File: src/rtl/param_stream_loader.sv
// Frame-based parameter loader: waits for a header byte, captures NUM_PARAMS bytes
// into a shadow buffer and commits them atomically once the XOR checksum byte matches.
module param_stream_loader #(
  parameter int          NUM_PARAMS = 20,
  parameter logic [7:0]  HEADER     = 8'hA5
) (
  input  logic                    clk,
  input  logic                    reset,
  input  logic                    start,
  input  logic                    in_valid,
  input  logic [7:0]              in_data,
  output logic                    in_ready,
  output logic [8*NUM_PARAMS-1:0] params,
  output logic                    load_done,
  output logic                    cks_err,
  output logic [4:0]              byte_cnt
);

  typedef enum logic [2:0] {IDLE, HDR, LOAD, CHK, DONE, ERR} state_t;

  localparam logic [4:0] LAST_IDX = 5'(NUM_PARAMS - 1);
  localparam logic [4:0] FULL_CNT = 5'(NUM_PARAMS);

  state_t     state, state_nxt;
  logic       xfer;
  logic       commit;
  logic       cks_fail;
  logic [7:0] run_xor;
  logic [7:0] shadow [NUM_PARAMS];

  function automatic logic [4:0] sat_inc(input logic [4:0] cnt);
    return (cnt == FULL_CNT) ? cnt : cnt + 5'd1;
  endfunction

  assign xfer = in_valid && in_ready;

  always_comb begin
    state_nxt = state;
    commit    = 1'b0;
    cks_fail  = 1'b0;
    if (start) begin
      // start wins over any same-cycle byte and re-arms from every state
      state_nxt = HDR;
    end else if (xfer) begin
      case (state)
        HDR:  if (in_data == HEADER) state_nxt = LOAD;
        LOAD: if (byte_cnt == LAST_IDX) state_nxt = CHK;
        CHK: begin
          if (in_data == run_xor) begin
            state_nxt = DONE;
            commit    = 1'b1;
          end else begin
            state_nxt = ERR;
            cks_fail  = 1'b1;
          end
        end
        default: state_nxt = state;
      endcase
    end
  end

  always_ff @(posedge clk) begin
    if (reset) begin
      state    <= IDLE;
      in_ready <= 1'b0;
    end else begin
      state    <= state_nxt;
      in_ready <= (state_nxt == HDR) || (state_nxt == LOAD) || (state_nxt == CHK);
    end
  end

  always_ff @(posedge clk) begin
    if (reset) begin
      params    <= '0;
      load_done <= 1'b0;
      cks_err   <= 1'b0;
      byte_cnt  <= '0;
      run_xor   <= '0;
      for (int k = 0; k < NUM_PARAMS; k++) shadow[k] <= '0;
    end else if (start) begin
      load_done <= 1'b0;
      cks_err   <= 1'b0;
      byte_cnt  <= '0;
      run_xor   <= '0;
    end else if (xfer) begin
      if (state == HDR && in_data == HEADER) begin
        byte_cnt <= '0;
        run_xor  <= '0;
      end
      if (state == LOAD) begin
        for (int k = 0; k < NUM_PARAMS; k++)
          if (byte_cnt == 5'(k)) shadow[k] <= in_data;
        run_xor  <= run_xor ^ in_data;
        byte_cnt <= sat_inc(byte_cnt);
      end
      // whole bank moves in one edge so params is never seen half-updated
      if (commit) begin
        for (int k = 0; k < NUM_PARAMS; k++) params[8*k +: 8] <= shadow[k];
        load_done <= 1'b1;
      end
      if (cks_fail) cks_err <= 1'b1;
    end
  end

endmodule

File: config.mk
export PLATFORM = sky130hd
export DESIGN_NAME = param_stream_loader
export DESIGN_NICKNAME = d
export VERILOG_FILES = /design/src/rtl/param_stream_loader.sv
export SDC_FILE = /design/constraint.sdc
export NUM_CORES = 1
export LEC_CHECK = 0
export ABC_AREA = 1
export ABC_CLOCK_PERIOD_IN_PS = 2500
export BUFFER_PORTS_ARGS = -buffer_cell sky130_fd_sc_hd__buf_2
export CORE_MARGIN = 4
export CORE_UTILIZATION = 45
export CTS_BUF_LIST = sky130_fd_sc_hd__clkbuf_4 sky130_fd_sc_hd__clkbuf_8 sky130_fd_sc_hd__clkbuf_16
export CTS_CLUSTER_SIZE = 28
export DETAILED_ROUTE_END_ITERATION = 10
export GPL_ROUTABILITY_DRIVEN = 0
export PLACE_DENSITY_LB_ADDON = 0.1
export SKIP_LAST_GASP = 1
export SYNTH_ARGS = -nofsm -noshare
export SYNTH_HDL_FRONTEND = slang
export SYNTH_SLANG_ARGS = --single-unit
File: constraint.sdc
create_clock -name clk -period 2.5 [get_ports clk]
set_clock_uncertainty 0.2 [all_clocks]
set_input_delay 0.125 -clock clk [delete_from_list [all_inputs] [get_ports clk]]
set_output_delay 0.125 -clock clk [all_outputs]
set_load 0.03 [all_outputs]
==> key figures <==
Floorplanning
  – Die X-Extent: 176 um
  – Die Area: 30900 sq um
  – # IOs: 180
  – Die Y: 176 um
  – Initial Utilization: 45.6%
  – Num rows: 61
  – Core area: 27800 sq um

Synthesis
  – Mapped Area: 12700 sq um
  – Ranking of synthesized cells by area: edfxtp_1 (38%), dfxtp_1 (28%), a21oi_1 (7.1%)
  – Yosys top cell by area: edfxtp_1
  – Top cell type's share of synthesized area: 37.9%
  – Top post-synthesis cells by count: inv_1 (190), a21oi_1 (179), dfxtp_1 (179), nor2_1 (172), edfxtp_1 (160)
  – Number of synthesized register bits: 339
  – Syn Inst Count: 1262
  – Synthesized Nets: 1279
  – Post-synthesis sequential area ratio: 66.3%
  – Avg Cell Area, Syn: 10.0 sq um
  – Main flop type after synthesis: dfxtp_1
  – Library cells used by synthesis: 23
  – Most common cell in the netlist: inv_1
  – Synth Warn #: 0
  – Number of flops mapped to enable cells by yosys: 160
  – Post-synth ARST share: 0%

Worst setup path
  – WP data required: 2470 ps
  – Crit end category: flop
  – Setup CP Type: flop to flop
  – Crit-path slowest cell: dfxtp_1
  – Startpoint types: flop
  – CP Cell Sequence: inv_2 -> nand3_2 -> nor2_2 -> inv_2 -> nor2_2 -> nand2_1 -> nand2_1
  – Critical path arrival: 2290 ps
  – CP Max Fanout: 8
  – Cell depth of the worst flop-to-flop path: 7
  – Max incr delay on CP: 330 ps

Placement
  – Detail Placement HPWL: 19700 um
  – Port Buffers: 179
  – Dpl ws: 203 ps
  – Placed Cells: 1795
  – Area of placed instances: 13900 sq um

Clock network
  – TritonCTS clock tree: done
  – CTS buffer count: 36
  – Resize count post-CTS: 0
  – Htree depth: 2
  – Clock transition at path regs: 60 ps
  – CTS max path bufs: 3
  – Clock sink total: 339
  – CTS Root Buffer Type: clkbuf_16
  – Skew-Pair Late Insertion Delay: 510 ps

Detailed routing
  – Initial DRT Pass Iterations: 4
  – DR DRC count: 0
  – Routed wire per std cell: 15.8 um
  – Vias: 8914
  – Antenna viol nets, final: 0
  – Drt total wl: 29500 um
  – Via/cell ratio: 4.76
  – Iteration-0 DRC Markers: 603

Pwr
  – Power Density: 762 nW/um^2
  – Sequential fraction of design power: 51.3%
  – Clk pwr share: 45.8%
  – Logic pwr share: 2.9%
  – Worst VDD drop: 0.000444 V
  – Tot Pwr: 11.6 mW
  – Total leakage power: 6.01 nW
  – Switching power: 2.40 mW
  – Switching portion of total power: 20.7%
  – P_int: 9.22 mW

Global routing
  – Initial antenna violation count: 0
  – GR Overflow Total: 0
  – GRT Util Overall: 18.9%
  – Vias in the first global route: 8614
  – Largest net degree at the start of global routing: 88
  – First-pass GRT wire length: 46800 um

Run
  – Max-cap violations: 0

Timing
  – Max-slew violation count: 0
  – Final setup viols: 0
  – TNS Setup: 0 ps
  – Crit share post-route: 93.0%
  – Relative slew slack: 59.8%
  – Period minus WS final: 2320 ps
  – Endpoints failing hold: 0
  – Highest clock rate: 0.430 GHz
  – Post-route setup slack: 176 ps
  – Worst Tran Pin Value: 601 ps
  – RSZ-0062 raised after global routing: no

Run status
  – Status: finished, final reports clean

Hold path
  – Hold Path Depth: 2
  – Hold WC Path Type: flop to flop

Finish
  – # diodes: 0
  – P&R area growth vs syn: 20.5%
  – Fin nets: 1484
  – Post-route insts no fill: 1873
  – Fin area: 15300 sq um
  – Fraction of layout cells with a size suffix above 1: 20.5%
power groups by stage:
stage	logic [mW]	registers (mW)	clock network, mW
2_1_floorplan	0.192	6.07	0
3_3_place_gp	0.326	6.09	0
3_5_place_dp	0.327	6.09	0
4_1_cts	0.343	5.97	5.42
5_1_grt	0.377	5.97	5.69
6_report	0.338	5.97	5.32
cell usage in the layout, fill, tap and decap left out, types with 2 or more instances in the layout:
master	count
inv_1	190
a21oi_1	179
dfxtp_1	179
buf_2	179
nor2_1	172
edfxtp_1	160
o21ai_1	130
nand2_1	96
clkbuf_16	38
buf_4	36
o21ai_0	33
nand3_1	18
dlygate4sd3_1	12
clkinv_1	9
clkbuf_4	9
inv_2	7
clkbuf_8	7
nor2_2	6
clkinv_2	6
buf_12	6
ha_1	5
nor3_1	4
nand2_2	3
inv_4	2
xor2_1	2
inv_6	2
path summary, 6_finish.rpt:
kind | from | end | slack [ps]
setup / recovery | state[0]$_SDFF_PP0_ | shadow[3][21]$_SDFFCE_PN0P_ | 180
setup reg to reg | state[0]$_SDFF_PP0_ | shadow[3][21]$_SDFFCE_PN0P_ | 180
hold / removal | params[12]$_SDFFE_PP0P_ | params[12]$_SDFFE_PP0P_ | 240
hold reg to reg | params[12]$_SDFFE_PP0P_ | params[12]$_SDFFE_PP0P_ | 240
stage by stage:
step / util (%) / hold WS, ps
finish: 54.9 / 239
global route: 54.9 / 252
CTS: 54.9 / 243
detailed placement: 50.1 / 233
global placement: 50.1 / 229
floorplan: - / 106
state kept, by name, indices dropped and copies added, names as in the netlist:
signal and flops:
byte_cnt 5, cks_err 1, in_ready 1, load_done 1
params 160, run_xor 8, shadow 160, state 3
critical path: cells and delay by family, from the launching register on:
kind,cells,cell delay (ps)
and+or+nand+nor,5,1250
DFF,1,330
buffers and inverters,2,200
cell families (layout without fill, tap and decap cells):
group	after synthesis	in the layout	synth area share, %
compound gates	342	342	13.5
flops	339	339	66.3
simple gates	302	302	9.55
buf+inv	272	505	10.1
fa+ha+maj	5	5	0.494
xor+xnor	2	2	0.138
cell type report:
| class | count | area (sq um) |
|---|---|---|
| well taps | 378 | 473 |
| multi-input cells | 651 | 3010 |
| clock buffers | 54 | 1110 |
| clock inverters | 12 | 95.1 |
| flip-flops and latches | 339 | 8390 |
| fillers | 2549 | 12500 |
| inverters | 206 | 776 |
| repair buffers | 233 | 1410 |
layer usage:
metal | wire, um | GRT usage (%) | share of wire (%) | up-vias
met4 | 488 | 4.58 | 1.7 | 0
met5 | 0 | 0 | 0 | -
li1 | - | - | - | 4556
met1 | 13600 | 25.9 | 46 | 4140
met2 | 14100 | 31.6 | 48 | 182
met3 | 1350 | 3.40 | 4.6 | 36
repair_timing:
action | in CTS | in global routing
hold buffers | 12 | 0
setup buffers | 0 | 0
endpoints found under the hold margin | 31 | 0
No activity file was read; power rests on OpenSTA's default activity.
